$ cat config.mk
export PLATFORM = sky130hd
export DESIGN_NAME = phase_table_scheduler
export DESIGN_NICKNAME = d
export VERILOG_FILES = /design/src/rtl/traffic_pkg.sv /design/src/rtl/input_debouncer.sv /design/src/rtl/phase_table_scheduler.sv
export SDC_FILE = /design/constraint.sdc
export NUM_CORES = 1
export LEC_CHECK = 0
export BUFFER_PORTS_ARGS = -buffer_cell sky130_fd_sc_hd__buf_2
export CORE_ASPECT_RATIO = 0.6
export CORE_MARGIN = 2
export CORE_UTILIZATION = 60
export DETAILED_ROUTE_END_ITERATION = 6
export PLACE_DENSITY_LB_ADDON = 0.3
export SKIP_CTS_REPAIR_TIMING = 1
export SLEW_MARGIN = 20
export SYNTH_ARGS = -nofsm -noshare
export SYNTH_HDL_FRONTEND = slang
export SYNTH_SLANG_ARGS = --single-unit
$ cat constraint.sdc
create_clock -name CLK -period 2.2 [get_ports CLK]
set_clock_uncertainty 0.05 [all_clocks]
set_input_delay 0.33 -clock CLK [delete_from_list [all_inputs] [get_ports CLK]]
set_output_delay 0.33 -clock CLK [all_outputs]
set_load 0.05 [all_outputs]
$ cat src/rtl/traffic_pkg.sv
// Shared encodings for the intersection timing-table scheduler.
// Table codes, scheduler states and field-input indices live here.
package traffic_pkg;

    localparam logic [1:0] TABLE_A = 2'd0;
    localparam logic [1:0] TABLE_B = 2'd1;
    localparam logic [1:0] TABLE_C = 2'd2;
    localparam logic [1:0] TABLE_D = 2'd3;

    typedef enum logic [1:0] {
        S_IDLE = 2'd0,
        S_WAIT = 2'd1,
        S_EVAL = 2'd2
    } sched_state_t;

    localparam int IDX_SNN    = 0;
    localparam int IDX_SNS    = 1;
    localparam int IDX_STH    = 2;
    localparam int IDX_PNN    = 3;
    localparam int IDX_PNS    = 4;
    localparam int IDX_PTH    = 5;
    localparam int NUM_INPUTS = 6;

    // A single active sensor picks its dedicated table; anything else is balanced.
    function automatic logic [1:0] candidate_table(input logic snn, input logic sns, input logic sth);
        logic [1:0] t;
        case ({sth, sns, snn})
            3'b100:  t = TABLE_B;
            3'b001:  t = TABLE_C;
            3'b010:  t = TABLE_D;
            default: t = TABLE_A;
        endcase
        return t;
    endfunction

endpackage

$ cat src/rtl/input_debouncer.sv
// Two-flop synchronizer followed by a ms-tick debounce counter for one field input.
// The level flips only after DEBOUNCE_MS consecutive ticks at the new value.
module input_debouncer
    import traffic_pkg::*;
#(
    parameter int DEBOUNCE_MS = 20
) (
    input  logic i_clk,
    input  logic i_rst_n,
    input  logic i_tick,
    input  logic i_raw,
    output logic o_level
);

    localparam int CW = (DEBOUNCE_MS > 1) ? $clog2(DEBOUNCE_MS + 1) : 1;

    logic          r_sync1;
    logic          r_sync2;
    logic          r_level;
    logic [CW-1:0] r_cnt;

    always_ff @(posedge i_clk or negedge i_rst_n) begin
        if (!i_rst_n) begin
            r_sync1 <= 1'b0;
            r_sync2 <= 1'b0;
            r_level <= 1'b0;
            r_cnt   <= '0;
        end else begin
            r_sync1 <= i_raw;
            r_sync2 <= r_sync1;
            // Any return to the accepted level restarts the qualification window.
            if (r_sync2 == r_level) begin
                r_cnt <= '0;
            end else if (i_tick) begin
                if (r_cnt == CW'(DEBOUNCE_MS - 1)) begin
                    r_level <= ~r_level;
                    r_cnt   <= '0;
                end else begin
                    r_cnt <= r_cnt + CW'(1);
                end
            end
        end
    end

    assign o_level = r_level;

endmodule

$ cat src/rtl/phase_table_scheduler.sv
// Picks the timing table for each signal cycle from debounced field inputs.
// Optional macro PED_PRIORITY_EN: a pending pedestrian request forces table A.
module phase_table_scheduler
    import traffic_pkg::*;
#(
    parameter int CLK_HZ      = 10000,
    parameter int DEBOUNCE_MS = 20,
    parameter int MAX_REPEAT  = 3
) (
    input  logic       CLK,
    input  logic       reset_general,
    input  logic       enable_general,
    input  logic       SNN,
    input  logic       SNS,
    input  logic       STH,
    input  logic       PNN,
    input  logic       PNS,
    input  logic       PTH,
    input  logic       cycle_start,
    input  logic       served_N,
    input  logic       served_TH,
    output logic [1:0] tabla,
    output logic       tabla_valid,
    output logic       table_change,
    output logic       ped_pending_N,
    output logic       ped_pending_TH
);

    localparam int TICK_DIV = CLK_HZ / 1000;
    localparam int PW       = (TICK_DIV > 1) ? $clog2(TICK_DIV) : 1;
    localparam int RW       = (MAX_REPEAT > 0) ? $clog2(MAX_REPEAT + 1) : 1;

    logic [PW-1:0]         r_presc;
    logic                  w_tick;
    logic [NUM_INPUTS-1:0] w_raw;
    logic [NUM_INPUTS-1:0] w_deb;
    logic [2:0]            r_ped_prev;
    logic                  w_rise_n;
    logic                  w_rise_th;
    logic                  r_pend_n;
    logic                  r_pend_th;

    sched_state_t          r_state;
    logic [1:0]            r_tabla;
    logic                  r_valid;
    logic                  r_change;
    logic [RW-1:0]         r_repeat;

    logic [1:0]            w_cand;
    logic [1:0]            w_next;
    logic [RW-1:0]         w_next_rep;
    logic                  w_force_ped;

    assign w_tick = (r_presc == PW'(TICK_DIV - 1));

    always_ff @(posedge CLK or negedge reset_general) begin
        if (!reset_general) begin
            r_presc <= '0;
        end else if (w_tick) begin
            r_presc <= '0;
        end else begin
            r_presc <= r_presc + PW'(1);
        end
    end

    assign w_raw[IDX_SNN] = SNN;
    assign w_raw[IDX_SNS] = SNS;
    assign w_raw[IDX_STH] = STH;
    assign w_raw[IDX_PNN] = PNN;
    assign w_raw[IDX_PNS] = PNS;
    assign w_raw[IDX_PTH] = PTH;

    generate
        for (genvar gi = 0; gi < NUM_INPUTS; gi++) begin : g_deb
            input_debouncer #(
                .DEBOUNCE_MS(DEBOUNCE_MS)
            ) u_deb (
                .i_clk  (CLK),
                .i_rst_n(reset_general),
                .i_tick (w_tick),
                .i_raw  (w_raw[gi]),
                .o_level(w_deb[gi])
            );
        end
    endgenerate

    assign w_rise_n  = (w_deb[IDX_PNN] & ~r_ped_prev[0]) | (w_deb[IDX_PNS] & ~r_ped_prev[1]);
    assign w_rise_th = w_deb[IDX_PTH] & ~r_ped_prev[2];

    // Pedestrian latches run independently of enable; a new press beats a served pulse.
    always_ff @(posedge CLK or negedge reset_general) begin
        if (!reset_general) begin
            r_ped_prev <= '0;
            r_pend_n   <= 1'b0;
            r_pend_th  <= 1'b0;
        end else begin
            r_ped_prev <= {w_deb[IDX_PTH], w_deb[IDX_PNS], w_deb[IDX_PNN]};
            if (w_rise_n)       r_pend_n <= 1'b1;
            else if (served_N)  r_pend_n <= 1'b0;
            if (w_rise_th)      r_pend_th <= 1'b1;
            else if (served_TH) r_pend_th <= 1'b0;
        end
    end

    always_comb begin
        w_cand     = candidate_table(w_deb[IDX_SNN], w_deb[IDX_SNS], w_deb[IDX_STH]);
        w_next     = w_cand;
        w_next_rep = '0;
`ifdef PED_PRIORITY_EN
        w_force_ped = r_pend_n | r_pend_th;
`else
        w_force_ped = 1'b0;
`endif
        if (w_force_ped) begin
            w_next     = TABLE_A;
            w_next_rep = '0;
        end else if ((r_repeat == RW'(MAX_REPEAT)) && (w_cand == r_tabla)) begin
            // Starvation guard: give the balanced table one cycle.
            w_next     = TABLE_A;
            w_next_rep = '0;
        end else if (w_cand != TABLE_A) begin
            if (w_cand == r_tabla) begin
                w_next_rep = (r_repeat == RW'(MAX_REPEAT)) ? r_repeat : r_repeat + RW'(1);
            end else begin
                w_next_rep = RW'(1);
            end
        end
    end

    always_ff @(posedge CLK or negedge reset_general) begin
        if (!reset_general) begin
            r_state  <= S_IDLE;
            r_tabla  <= TABLE_A;
            r_valid  <= 1'b0;
            r_change <= 1'b0;
            r_repeat <= '0;
        end else begin
            r_change <= 1'b0;
            case (r_state)
                S_IDLE: begin
                    r_tabla  <= TABLE_A;
                    r_valid  <= 1'b0;
                    r_repeat <= '0;
                    if (enable_general) r_state <= S_WAIT;
                end
                S_WAIT: begin
                    if (cycle_start) begin
                        r_state <= S_EVAL;
                    end else if (!enable_general) begin
                        r_state  <= S_IDLE;
                        r_tabla  <= TABLE_A;
                        r_valid  <= 1'b0;
                        r_repeat <= '0;
                    end
                end
                S_EVAL: begin
                    r_tabla  <= w_next;
                    r_valid  <= 1'b1;
                    r_change <= (w_next != r_tabla);
                    r_repeat <= w_next_rep;
                    r_state  <= S_WAIT;
                end
                default: r_state <= S_IDLE;
            endcase
        end
    end

    assign tabla          = r_tabla;
    assign tabla_valid    = r_valid;
    assign table_change   = r_change;
    assign ped_pending_N  = r_pend_n;
    assign ped_pending_TH = r_pend_th;

endmodule

## Word-level counts from Yosys, hierarchy flattened

Cells that the tools add are included.

| operators by class | value |
|---|---|
| add/sub/neg operators | 8 |
| eq/ne operators | 26 |
| multiplexer cells | 40 |
| bitwise logic cells | 19 |
| reductions and logical operators | 21 |

Operators with widths:

| cell | count |
|---|---|
| 2-to-1 mux 5 bit | 18 |
| adder 5 x 1 -> 5 bit, second input constant | 6 |
| equality test 5 bit, second input constant | 6 |
| case mux 2 bit (3 select lines) | 4 |
| AND reduction 3 bit | 7 |
| 2-to-1 mux 2 bit | 9 |
| nonzero test 2 bit | 9 |
| NOT 1 bit | 15 |
| 2-to-1 mux 1 bit | 7 |
| equality test 1 bit | 6 |
| inequality test 2 bit, second input constant | 3 |
| inequality test 5 bit, second input constant | 1 |
| adder 4 x 1 -> 4 bit, second input constant | 1 |
| equality test 2 bit, second input constant | 2 |
| equality test 4 bit, second input constant | 1 |
| 2-to-1 mux 4 bit | 1 |
| AND reduction 4 bit | 1 |
| AND 1 bit | 3 |
| equality test 3 x 1 -> 1 bit, second input constant | 1 |
| equality test 3 x 2 -> 1 bit, second input constant | 1 |
| equality test 3 bit, second input constant | 1 |
| inequality test 3 bit, second input constant | 1 |
| case mux 1 bit (3 select lines) | 1 |
| nonzero test 3 bit | 1 |
| 8 further kinds | 8 |

| word-level totals | value |
|---|---|
| register bits | 65 |
| input port bits | 12 |
| output and inout port bits | 6 |
| logic and storage cells | 147 |

## Depth between registers and ports, before layout

Gate-level depths: netlist of the first run.

| logic depth | value |
|---|---|
| depth after elaboration | 7 |
| gate-level depth with buffers | 6 |
| mapped depth without buffers | 5 |

## Hierarchy

Synthesis of the first run repeated with hierarchy kept, for this count alone.

| unflattened totals | value |
|---|---|
| cells, all modules | 267 |
| area, all modules | 3,040.4 um^2 |

By module, submodules not included:

| module | times used | cells each | area each (um^2) | seq. area each (um^2) |
|---|---|---|---|---|
| input_debouncer | 6 | 31 | 366.6 | 200.2 |
| phase_table_scheduler | 1 | 81 | 840.8 | 425.4 |

## Worst setup path before layout of the first run

No wires, ideal clock.

| timing | value |
|---|---|
| path type | reg2reg |
| start point | register r_tabla[1] (netlist: tabla[1]) |
| end point | register r_repeat[1] |
| arrival | 1.443 ns |
| path slack | 0.586 ns |
| stages on the path, launching flop included | 5 |
| path through | dfrtp_1 -> nor4bb_1 -> a22oi_1 -> o21ai_1 -> a32o_1 |

| between the ends | value |
|---|---|
| longest elaborated chain between the ends | 5 |
| elaborated cells on any way between the ends | 8 |
| those cells by class | eq/ne (2); mux (4); reduce/logical (2) |

Ends and longest elaborated chain:

| what | RTL line | source |
|---|---|---|
| from (decl) | phase_table_scheduler.sv:44 | `logic [1:0] r_tabla;` |
| from (signal assigned) | phase_table_scheduler.sv:157 | `r_tabla <= w_next;` |
| equality test 2 bit * | phase_table_scheduler.sv:117, phase_table_scheduler.sv:122 |  |
| 2-to-1 mux 2 bit | phase_table_scheduler.sv:122 | `if (w_cand == r_tabla) begin` |
| 2-to-1 mux 2 bit | phase_table_scheduler.sv:121 | `end else if (w_cand != TABLE_A) begin` |
| 2-to-1 mux 2 bit | phase_table_scheduler.sv:117 | `end else if ((r_repeat == RW'(MAX_REPEAT)) && (w_cand == r_tabla)) begin` |
| case mux 2 bit (3 select lines) | phase_table_scheduler.sv:139 | `case (r_state)` |
| to (signal assigned) | phase_table_scheduler.sv:160 | `r_repeat <= w_next_rep;` |
| to (decl) | phase_table_scheduler.sv:47 | `logic [RW-1:0] r_repeat;` |

Every way passes the cells marked *; elsewhere a longest branch is shown, timed or not.
A chain may end at the register's enable or synchronous reset.

## Worst setup path in the final report of the first run

| timing | value |
|---|---|
| start point | register g_deb[2].u_deb.r_cnt[0] |
| end point | register g_deb[2].u_deb.r_level |

| between the ends | value |
|---|---|
| longest elaborated chain between the ends | 2 |

Ends and longest elaborated chain:

| what | RTL line | source |
|---|---|---|
| from (decl) | input_debouncer.sv:20 | `logic [CW-1:0] r_cnt;` |
| from (signal assigned) | input_debouncer.sv:39 | `r_cnt <= r_cnt + CW'(1);` |
| equality test 5 bit | input_debouncer.sv:35 | `if (r_cnt == CW'(DEBOUNCE_MS - 1)) begin` |
| AND reduction 3 bit (no line) | n/a |  |
| to (signal assigned) | input_debouncer.sv:36 | `r_level <= ~r_level;` |
| to (decl) | input_debouncer.sv:19 | `logic r_level;` |

Every way passes these cells.

==> results of run 1 <==
==> worst paths after layout <==
path	slack [ns]	cells past startpoint	end	from
max in group asynchronous	1.07	3	r_state[1]$_DFFE_PN0P_	reset_general
max reg2reg	0.46	4	g_deb[2].u_deb.o_level$_DFFE_PN0P_	g_deb[2].u_deb.r_cnt[0]$_DFFE_PN0P_
min in group asynchronous	0.43	2	g_deb[4].u_deb.r_cnt[3]$_DFFE_PN0P_	reset_general
min	0.05	1	g_deb[5].u_deb.r_sync1$_DFF_PN0_	PTH
min reg2reg	0.29	0	g_deb[4].u_deb.r_sync2$_DFF_PN0_	g_deb[4].u_deb.r_sync1$_DFF_PN0_
max	0.46	4	g_deb[2].u_deb.o_level$_DFFE_PN0P_	g_deb[2].u_deb.r_cnt[0]$_DFFE_PN0P_
==> worst reg2reg max path: stages, from the launching register on <==
cell,delay [ns]
dfrtp_1,0.40
ha_1,0.20
nor4bb_1,0.54
nand2_1,0.13
mux2_2,0.30
==> power breakdown <==
group / leakage [nW] / internal [mW] / switching, mW
clock network: 0.0913 / 0.540 / 0.423
registers: 0.870 / 1.21 / 0.0116
logic: 0.599 / 0.0257 / 0.0559
==> cell usage after synthesis <==
library cell   n  share of area, %
o211ai_1       1              0.25
dfrtp_1       65                55
nor2_1        25               3.2
nand3_1        1              0.17
buf_4          3              0.76
o31a_1         1              0.30
nand4_1        6               1.3
a22oi_1        6               1.5
xor2_1         7               2.1
and4b_1        5               1.7
o221ai_1       1              0.30
and4bb_1       1              0.42
nand2_1       33               4.2
mux2i_1        3               1.0
maj3_1         1              0.34
o21ai_0       16               2.7
nand2b_1       2              0.42
ha_1           7               3.0
o2111ai_1      1              0.30
o22ai_1        1              0.21
clkbuf_1       2              0.25
a21oi_1       22               3.7
o21ai_1        1              0.17
nand4bb_1      2              0.76
nor2b_1       13               2.8
mux2_2         4               1.5
o21a_1         1              0.25
a31oi_1        1              0.21
a22o_1         1              0.30
nand3b_1       1              0.25
nor4bb_1       8               2.7
a32o_1         1              0.34
inv_1          7              0.89
o211a_1        1              0.34
a31o_2         2              0.59
buf_2          3              0.51
or3_1          4              0.85
nor3_1         7               1.2
xnor2_1       10               3.0
==> logic make-up (layout without fill, tap and decap cells) <==
kind of cell               count (synthesis)  after routing  share of synthesized area, %
and+or+nand+nor                          108            108                          19.9
DFF                                       65             65                          55.2
AOI/OAI and AO/OA                         57             57                          11.6
xor gates and xnor gates                  17             17                          5.05
buffers and inverters                     15             43                          2.42
adders and majority gates                  8              8                          3.31
muxes                                      7              7                          2.55
==> sequential cells by signal (all words and copies together), names as in the netlist <==
signal and count:
g_deb.u_deb.o_level 6, tabla 2, table_change 1, r_presc 4, r_ped_prev 3, ped_pending_TH 1
r_state 2, tabla_valid 1, g_deb.u_deb.r_sync1 6, r_repeat 2, g_deb.u_deb.r_cnt 30, ped_pending_N 1
g_deb.u_deb.r_sync2 6
==> metrics by stage <==
stage | hold WS, ns | utilization, % | power (mW)
after floorplan | -0.0156 | - | 1.28
after global placement | 0.267 | 66.7 | 1.33
after detailed placement | 0.270 | 66.7 | 1.33
after CTS | -0.104 | 70.6 | 2.30
after global routing | 0.0217 | 70.9 | 2.37
final | 0.0462 | 70.9 | 2.27
==> per-layer routing <==
layer / up-vias / global-route usage, % / part of all wire [%]
li1: 1025 / - / -
met1: 994 / 30.9 / 51
met2: 50 / 32.1 / 42
met3: 11 / 7.67 / 4.6
met4: 0 / 9.32 / 1.8
met5: - / 0 / 0
==> area by class of cell <==
class / instances / area [um^2]
clock buffers: 11 / 141
clock inverters: 3 / 42.5
fillers: 341 / 1360
inverters: 7 / 26.3
multi-input cells: 197 / 1250
flip-flops and latches: 65 / 1630
well taps: 63 / 78.8
repair buffers: 22 / 138
==> flow_metrics.env, run 1 <==
export IMPL_fin_nets=321
export IMPL_fp_dieW_um=94.5
export IMPL_grt_ovfl_total=0
export IMPL_max_freq_mhz=574
export IMPL_die_y_um=58.3
export IMPL_via_per_inst=5.65
export IMPL_worstMarginPinSlew_ns=0.620
export IMPL_clk_pin_slew_ns=0.06
export IMPL_end_kind="flop"
export IMPL_yosysUniqueCellTypes=39
export IMPL_root_buffer="clkbuf_8"
export IMPL_wl_um=5140
export IMPL_wl_per_cell_um=14.0
export IMPL_setup_viol=0
export IMPL_final_min_clock_period_ns=1.74
export IMPL_grtUsageTotal_pct=22.2
export IMPL_synth_fp_nets=296
export IMPL_firstDrtPassIters=4
export IMPL_place_congestion=0.839
export IMPL_clock_sinks=65
export IMPL_placed_area_um2=3110
export IMPL_p_per_area_nw_per_um2=687
export IMPL_clk_latency_ns=0.34
export IMPL_yosys_warnings=0
export IMPL_fin_crit_sh_pct=79.1
export IMPL_dp_hpwl_um=3540
export IMPL_placed_cells=353
export IMPL_antenna_found_initial=0
export IMPL_die_area_um2=5510
export IMPL_peakVddDrop_v=0.000559
export IMPL_vias=2080
export IMPL_diodes=0
export IMPL_drc_errors=0
export IMPL_htreeDepth=3
export IMPL_synth_area_um2=2950
export IMPL_syn_to_final_growth_pct=12.1
export IMPL_drive_gt1_share_pct=13.1
export IMPL_crit_family="simple AND/OR/NAND/NOR gates"
export IMPL_crit_fanout=4
export IMPL_maxSlewHeadroom_pct=58.1
export IMPL_crit_required_ns=2.37
export IMPL_report_final_slew_viol_count=0
export IMPL_grt_pass1_vias=2003
export IMPL_rsz0062_at_grt="false"
export IMPL_start_util_pct=63.2
export IMPL_final_hold_viol_count=0
export IMPL_syn_area_per_cell_um2=10.6
export IMPL_final_common_cell="dfrtp_1"
export IMPL_status="completed"
export IMPL_cp_num_buf_inv=0
export IMPL_cp_arrival_ns=1.91
export IMPL_ys_ff_latch=65
export IMPL_critical_path_max_stage_delay_ns=0.54
export IMPL_clockBufferDepth=2
export IMPL_grt_max_degree=46
export IMPL_drt_iter0_drc=117
export IMPL_crit_type="flop to flop"
export IMPL_cts_buffers=9
export IMPL_start_kind="flop"
export IMPL_final_cells=368
export IMPL_core_area_um2=4660
export IMPL_seq_area_frac_synth_pct=55.2
export IMPL_tns_ns=0
export IMPL_num_io_pins=18
export IMPL_rows=19
export IMPL_finalWorstSetupSlack_ns=0.459
export IMPL_final_antenna_net_count=0
export IMPL_fin_area_um2=3300
export IMPL_cp_cell_sequence="ha_1 > nor4bb_1 > nand2_1 > mux2_2"
export IMPL_cpMaxStageDelayCell="nor4bb_1"
export IMPL_layout_common_cells="65 x dfrtp_1, 33 x nand2_1, 25 x nor2_1"
export IMPL_hold_class="input pin to flop"
export IMPL_place_ws_ns=0.483
export IMPL_cap_violations=0
export IMPL_grt_pass1_wl_um=9060
export IMPL_synth_cells=277
export IMPL_cts_tree="yes"
export IMPL_portBuffers=17
export IMPL_leakage_nw=1.56
No activity file was read; power rests on OpenSTA's default activity.
==> run 2, diff against run 1 <==
==> constraint.sdc (replaced) <==
create_clock -name CLK -period 1.7 [get_ports CLK]
set_clock_uncertainty 0.05 [all_clocks]
set_input_delay 0.255 -clock CLK [delete_from_list [all_inputs] [get_ports CLK]]
set_output_delay 0.255 -clock CLK [all_outputs]
set_load 0.05 [all_outputs]
==> run 2 against run 1 <==
Maximum frequency increased by 8.3%. Worst hold slack gained 0.0099 ns. Power grew 33%. Register-to-register slack worse by 0.37 ns. Wire length up 16%. Critical endpoint is now g_deb[3].u_deb.r_cnt[2]$_DFFE_PN0P_. Combinational power rose by 48%. Clock power increased by 36%. First-iteration DRC count is 56% higher. Core utilization is 5.7 points higher. Non-clock buffer count grew 25.
==> flow_metrics.env, run 2 (same netlist as run 1, synthesis figures left out) <==
export IMPL_core_area_um2=4660
export IMPL_drive_gt1_share_pct=19.0
export IMPL_busiest_layer="met1"
export IMPL_final_antenna_net_count=0
export IMPL_clock_sinks=65
export IMPL_start_util_pct=63.2
export IMPL_drc_errors=0
export IMPL_cp_num_buf_inv=1
export IMPL_report_final_slew_viol_count=0
export IMPL_cap_violations=0
export IMPL_clk_pin_slew_ns=0.07
export IMPL_largest_reg_flops=30
export IMPL_root_buffer="clkbuf_8"
export IMPL_dp_hpwl_um=3820
export IMPL_antenna_found_initial=0
export IMPL_clockBufferDepth=2
export IMPL_drt_iter0_drc=182
export IMPL_end_kind="flop"
export IMPL_crit_fanout=20
export IMPL_placed_cells=369
export IMPL_leakage_nw=1.69
export IMPL_fp_dieW_um=94.5
export IMPL_firstDrtPassIters=4
export IMPL_cp_cell_sequence="and4bb_2 > buf_12 > nand2_1 > or3_1 > a21oi_1"
export IMPL_fin_nets=346
export IMPL_crit_family="simple AND/OR/NAND/NOR gates"
export IMPL_via_per_inst=5.66
export IMPL_rows=19
export IMPL_diodes=0
export IMPL_place_ws_ns=0.0813
export IMPL_hold_class="input pin to flop"
export IMPL_worstMarginPinSlew_ns=0.488
export IMPL_cp_arrival_ns=1.82
export IMPL_fill_cells=308
export IMPL_final_cells=394
export IMPL_portBuffers=17
export IMPL_finish_utilization_pct=76.5
export IMPL_cts_tree="yes"
export IMPL_maxSlewHeadroom_pct=67.2
export IMPL_grtUsageTotal_pct=23.4
export IMPL_power_mw=3.02
export IMPL_clk_latency_ns=0.34
export IMPL_p_per_area_nw_per_um2=846
export IMPL_crit_type="flop to flop"
export IMPL_wl_per_cell_um=15.1
export IMPL_die_y_um=58.3
export IMPL_layout_common_cells="65 x dfrtp_1, 33 x nand2_1, 25 x nor2_1"
export IMPL_start_kind="flop"
export IMPL_use_met3_pct=8.32
export IMPL_finalWorstSetupSlack_ns=0.0918
export IMPL_grt_pass1_wl_um=9590
export IMPL_num_io_pins=18
export IMPL_final_common_cell="dfrtp_1"
export IMPL_die_area_um2=5510
export IMPL_top_register="g_deb.u_deb.r_cnt"
export IMPL_htreeDepth=3
export IMPL_setup_viol=0
export IMPL_cts_buffers=9
export IMPL_fin_crit_sh_pct=94.6
export IMPL_final_hold_viol_count=0
export IMPL_grt_ovfl_total=0
export IMPL_syn_to_final_growth_pct=21.0
export IMPL_vias=2229
export IMPL_met1_usage_pct=33.6
export IMPL_use_met2_pct=33.4
export IMPL_status="completed"
export IMPL_grt_pass1_vias=2071
export IMPL_critical_path_max_stage_delay_ns=0.38
export IMPL_crit_required_ns=1.91
export IMPL_max_freq_mhz=622
export IMPL_grt_max_degree=66
export IMPL_hold_ws_ns=0.0562
export IMPL_place_congestion=0.848
export IMPL_wl_um=5950
export IMPL_cpMaxStageDelayCell="dfrtp_1"
export IMPL_final_min_clock_period_ns=1.61
export IMPL_peakVddDrop_v=0.000601
## run 2: cell types whose count changed in the layout (fill, tap and decap cells not counted), moves of 2 or more
cell | before | now
nor4bb_1 | 8 | 5
buf_4 | 3 | 21
nor4bb_4 | 0 | 2
dlygate4sd3_1 | 1 | 7
## run 2: layer usage
metal	routed length, um	vias to the layer above
met5	0	-
met4	108	0
met3	331	13
met2	2620	60
met1	2890	1078
li1	-	1078
## run 2: final cells by class
type,instances,area [um^2],share of cell area (%)
multi-input cells,197,1280,36.0
flip-flops and latches,65,1630,45.6
inverters,7,26.3,0.737
clock buffers,13,159,4.46
clock inverters,2,37.5,1.05
repair buffers,47,353,9.89
well taps,63,78.8,2.21
## run 2: path summary, 6_finish.rpt
path,from,to,slack (ns),depth (start not counted)
setup / recovery,r_presc[1]$_DFF_PN0_,g_deb[3].u_deb.r_cnt[2]$_DFFE_PN0P_,0.09,5
hold / removal,served_TH,ped_pending_TH$_DFFE_PN0P_,0.06,2
setup reg to reg,r_presc[1]$_DFF_PN0_,g_deb[3].u_deb.r_cnt[2]$_DFFE_PN0P_,0.09,5
hold reg to reg,g_deb[1].u_deb.r_sync1$_DFF_PN0_,g_deb[1].u_deb.r_sync2$_DFF_PN0_,0.30,0
max in group asynchronous,reset_general,g_deb[3].u_deb.r_cnt[3]$_DFFE_PN0P_,0.92,3
min in group asynchronous,reset_general,g_deb[1].u_deb.r_cnt[4]$_DFFE_PN0P_,0.40,3
## run 2: metrics by stage
stage / TNS, ns / area [um^2]
CTS: 0 / 3440
global placement: 0 / 3240
floorplan: 0 / 2950
global route: -0.00526 / 3570
detailed placement: 0 / 3240
finish: 0 / 3570
## run 2: power breakdown
| group | switching [mW] | internal, mW |
|---|---|---|
| combinational | 0.0784 | 0.0425 |
| clock | 0.557 | 0.751 |
| sequential | 0.0173 | 1.57 |
| total | 0.653 | 2.36 |
## run 2: worst register-to-register path: cells and delay by family, from the launching register on
family | cells | cell delay, ns
buf+inv | 1 | 0.16
compound gates | 1 | 0.13
simple gates | 3 | 0.81
flops | 1 | 0.38
==> run 3, diff against run 2 <==
--- a/config.mk
+++ b/config.mk
@@ -6,12 +6,13 @@
 export NUM_CORES = 1
 export LEC_CHECK = 0
 export BUFFER_PORTS_ARGS = -buffer_cell sky130_fd_sc_hd__buf_2
+export CELL_PAD_IN_SITES_DETAIL_PLACEMENT = 1
+export CELL_PAD_IN_SITES_GLOBAL_PLACEMENT = 1
 export CORE_ASPECT_RATIO = 0.6
 export CORE_MARGIN = 2
-export CORE_UTILIZATION = 60
+export CORE_UTILIZATION = 48
 export DETAILED_ROUTE_END_ITERATION = 6
 export PLACE_DENSITY_LB_ADDON = 0.3
-export SKIP_CTS_REPAIR_TIMING = 1
 export SLEW_MARGIN = 20
 export SYNTH_ARGS = -nofsm -noshare
 export SYNTH_HDL_FRONTEND = slang
==> run 3 against run 2 <==
Clock-buffer cell count increased by 1. Die area increased by 24%. Sequential power about the same. Power decreased by 5.7%. First-iteration DRC count decreased by 43%. Largest power group unchanged.
==> flow_metrics.env, run 3 (same netlist as run 1, synthesis figures left out) <==
export IMPL_worstMarginPinSlew_ns=0.547
export IMPL_status="completed"
export IMPL_grt_ovfl_total=0
export IMPL_placed_cells=387
export IMPL_grt_pass1_vias=2360
export IMPL_fin_crit_sh_pct=96.4
export IMPL_grt_max_degree=66
export IMPL_start_util_pct=48.9
export IMPL_final_cells=409
export IMPL_cpMaxStageDelayCell="dfrtp_1"
export IMPL_place_ws_ns=0.0623
export IMPL_dp_hpwl_um=4380
export IMPL_clockBufferDepth=2
export IMPL_final_min_clock_period_ns=1.64
export IMPL_multiInputGateArea_um2=1280
export IMPL_core_area_um2=6030
export IMPL_crit_family="simple AND/OR/NAND/NOR gates"
export IMPL_cp_num_buf_inv=1
export IMPL_fin_area_um2=3540
export IMPL_cts_tree="yes"
export IMPL_place_congestion=0.803
export IMPL_die_area_um2=6800
export IMPL_power_share_combinational_pct=4.2
export IMPL_portBuffers=17
export IMPL_drt_iter0_drc=104
export IMPL_top_register="g_deb.u_deb.r_cnt"
export IMPL_antenna_found_initial=0
export IMPL_largest_reg_flops=30
export IMPL_clk_pin_slew_ns=0.06
export IMPL_rsz0062_at_grt="false"
export IMPL_firstDrtPassIters=4
export IMPL_drc_errors=0
export IMPL_maxSlewHeadroom_pct=63.3
export IMPL_root_buffer="clkbuf_8"
export IMPL_p_per_area_nw_per_um2=804
export IMPL_vias=2213
export IMPL_fin_nets=341
export IMPL_cts_setup_buffers=0
export IMPL_num_io_pins=18
export IMPL_layout_common_cells="65 x dfrtp_1, 33 x nand2_1, 25 x nor2_1"
export IMPL_fill_cells=660
export IMPL_max_freq_mhz=610
export IMPL_drive_gt1_share_pct=17.5
export IMPL_pwr_share_seq_pct=55.8
export IMPL_final_hold_viol_count=0
export IMPL_crit_required_ns=1.92
export IMPL_clkPwrFrac_pct=40.0
export IMPL_placed_area_um2=3240
export IMPL_register_area_um2=1630
export IMPL_grt_pass1_wl_um=11100
export IMPL_power_mw=2.84
export IMPL_grtUsageTotal_pct=21.4
export IMPL_diodes=0
export IMPL_leakage_nw=1.67
export IMPL_critical_path_max_stage_delay_ns=0.39
export IMPL_cp_arrival_ns=1.86
export IMPL_final_antenna_net_count=0
export IMPL_wl_per_cell_um=15.9
export IMPL_wl_um=6500
export IMPL_report_final_slew_viol_count=0
export IMPL_finalWorstSetupSlack_ns=0.0613
export IMPL_crit_type="flop to flop"
export IMPL_switchingPower_mw=0.636
export IMPL_cap_violations=0
export IMPL_fp_dieW_um=105
export IMPL_setup_viol=0
export IMPL_tns_ns=0
export IMPL_crit_fanout=12
export IMPL_via_per_inst=5.41
export IMPL_peakVddDrop_v=0.000534
export IMPL_cellInternalPower_mw=2.21
export IMPL_rows=22
export IMPL_p_sw_share_pct=22.4
export IMPL_clk_latency_ns=0.35
export IMPL_cp_cell_sequence="and4bb_4 > buf_12 > nand2_1 > or3_1 > a21oi_1"
export IMPL_final_common_cell="dfrtp_1"
export IMPL_hold_class="input pin to flop"
export IMPL_start_kind="flop"
export IMPL_die_y_um=64.7
export IMPL_cts_buffers=9
export IMPL_syn_to_final_growth_pct=20.1
export IMPL_end_kind="flop"
export IMPL_clock_sinks=65
export IMPL_htreeDepth=3
run 3: power groups by stage:
stage | logic, mW | registers [mW] | clock network, mW
after floorplan | 0.0329 | 1.62 | 0
after global placement | 0.108 | 1.61 | 0
after detailed placement | 0.110 | 1.62 | 0
after CTS | 0.123 | 1.59 | 1.18
after global routing | 0.136 | 1.59 | 1.23
final | 0.120 | 1.59 | 1.14
run 3: worst paths after layout:
path / slack (ns) / cells after the start / startpoint / to
max: 0.06 / 5 / r_presc[1]$_DFF_PN0_ / g_deb[3].u_deb.r_cnt[2]$_DFFE_PN0P_
min: 0.04 / 2 / served_TH / ped_pending_TH$_DFFE_PN0P_
max reg2reg: 0.06 / 5 / r_presc[1]$_DFF_PN0_ / g_deb[3].u_deb.r_cnt[2]$_DFFE_PN0P_
min reg2reg: 0.30 / 0 / g_deb[1].u_deb.r_sync1$_DFF_PN0_ / g_deb[1].u_deb.r_sync2$_DFF_PN0_
max in group asynchronous: 0.91 / 3 / reset_general / g_deb[3].u_deb.r_cnt[2]$_DFFE_PN0P_
min in group asynchronous: 0.39 / 3 / reset_general / r_state[1]$_DFFE_PN0P_
run 3: routing by layer:
| layer | track usage (%) | vias to the layer above | share of wire [%] |
|---|---|---|---|
| met3 | 7.24 | 11 | 3.1 |
| met4 | 7.00 | 0 | 1.1 |
| met2 | 33.8 | 18 | 46 |
| li1 | - | 1063 | - |
| met1 | 28.0 | 1121 | 50 |
| met5 | 0 | - | 0 |
run 3: layout make-up:
type	instances	area share, %
clock buffer	14	4.60
inverter	7	0.743
multi-input combinational	197	36.3
sequential	65	46.0
tap	84	2.97
timing repair buffer	42	9.41
run 3: repair_timing:
action	CTS	global route
endpoints found under the setup margin	0	7
resized for setup	0	7
hold buffers	7	0
hold endpoints to repair	71	0
run 3: stage by stage:
step                      hold WS, ns  utilization [%]
after floorplan               -0.0906                -
after global placement          0.246             53.8
after detailed placement        0.250             53.8
after CTS                      0.0200             57.7
after global routing           0.0366             58.7
final                          0.0424             58.7
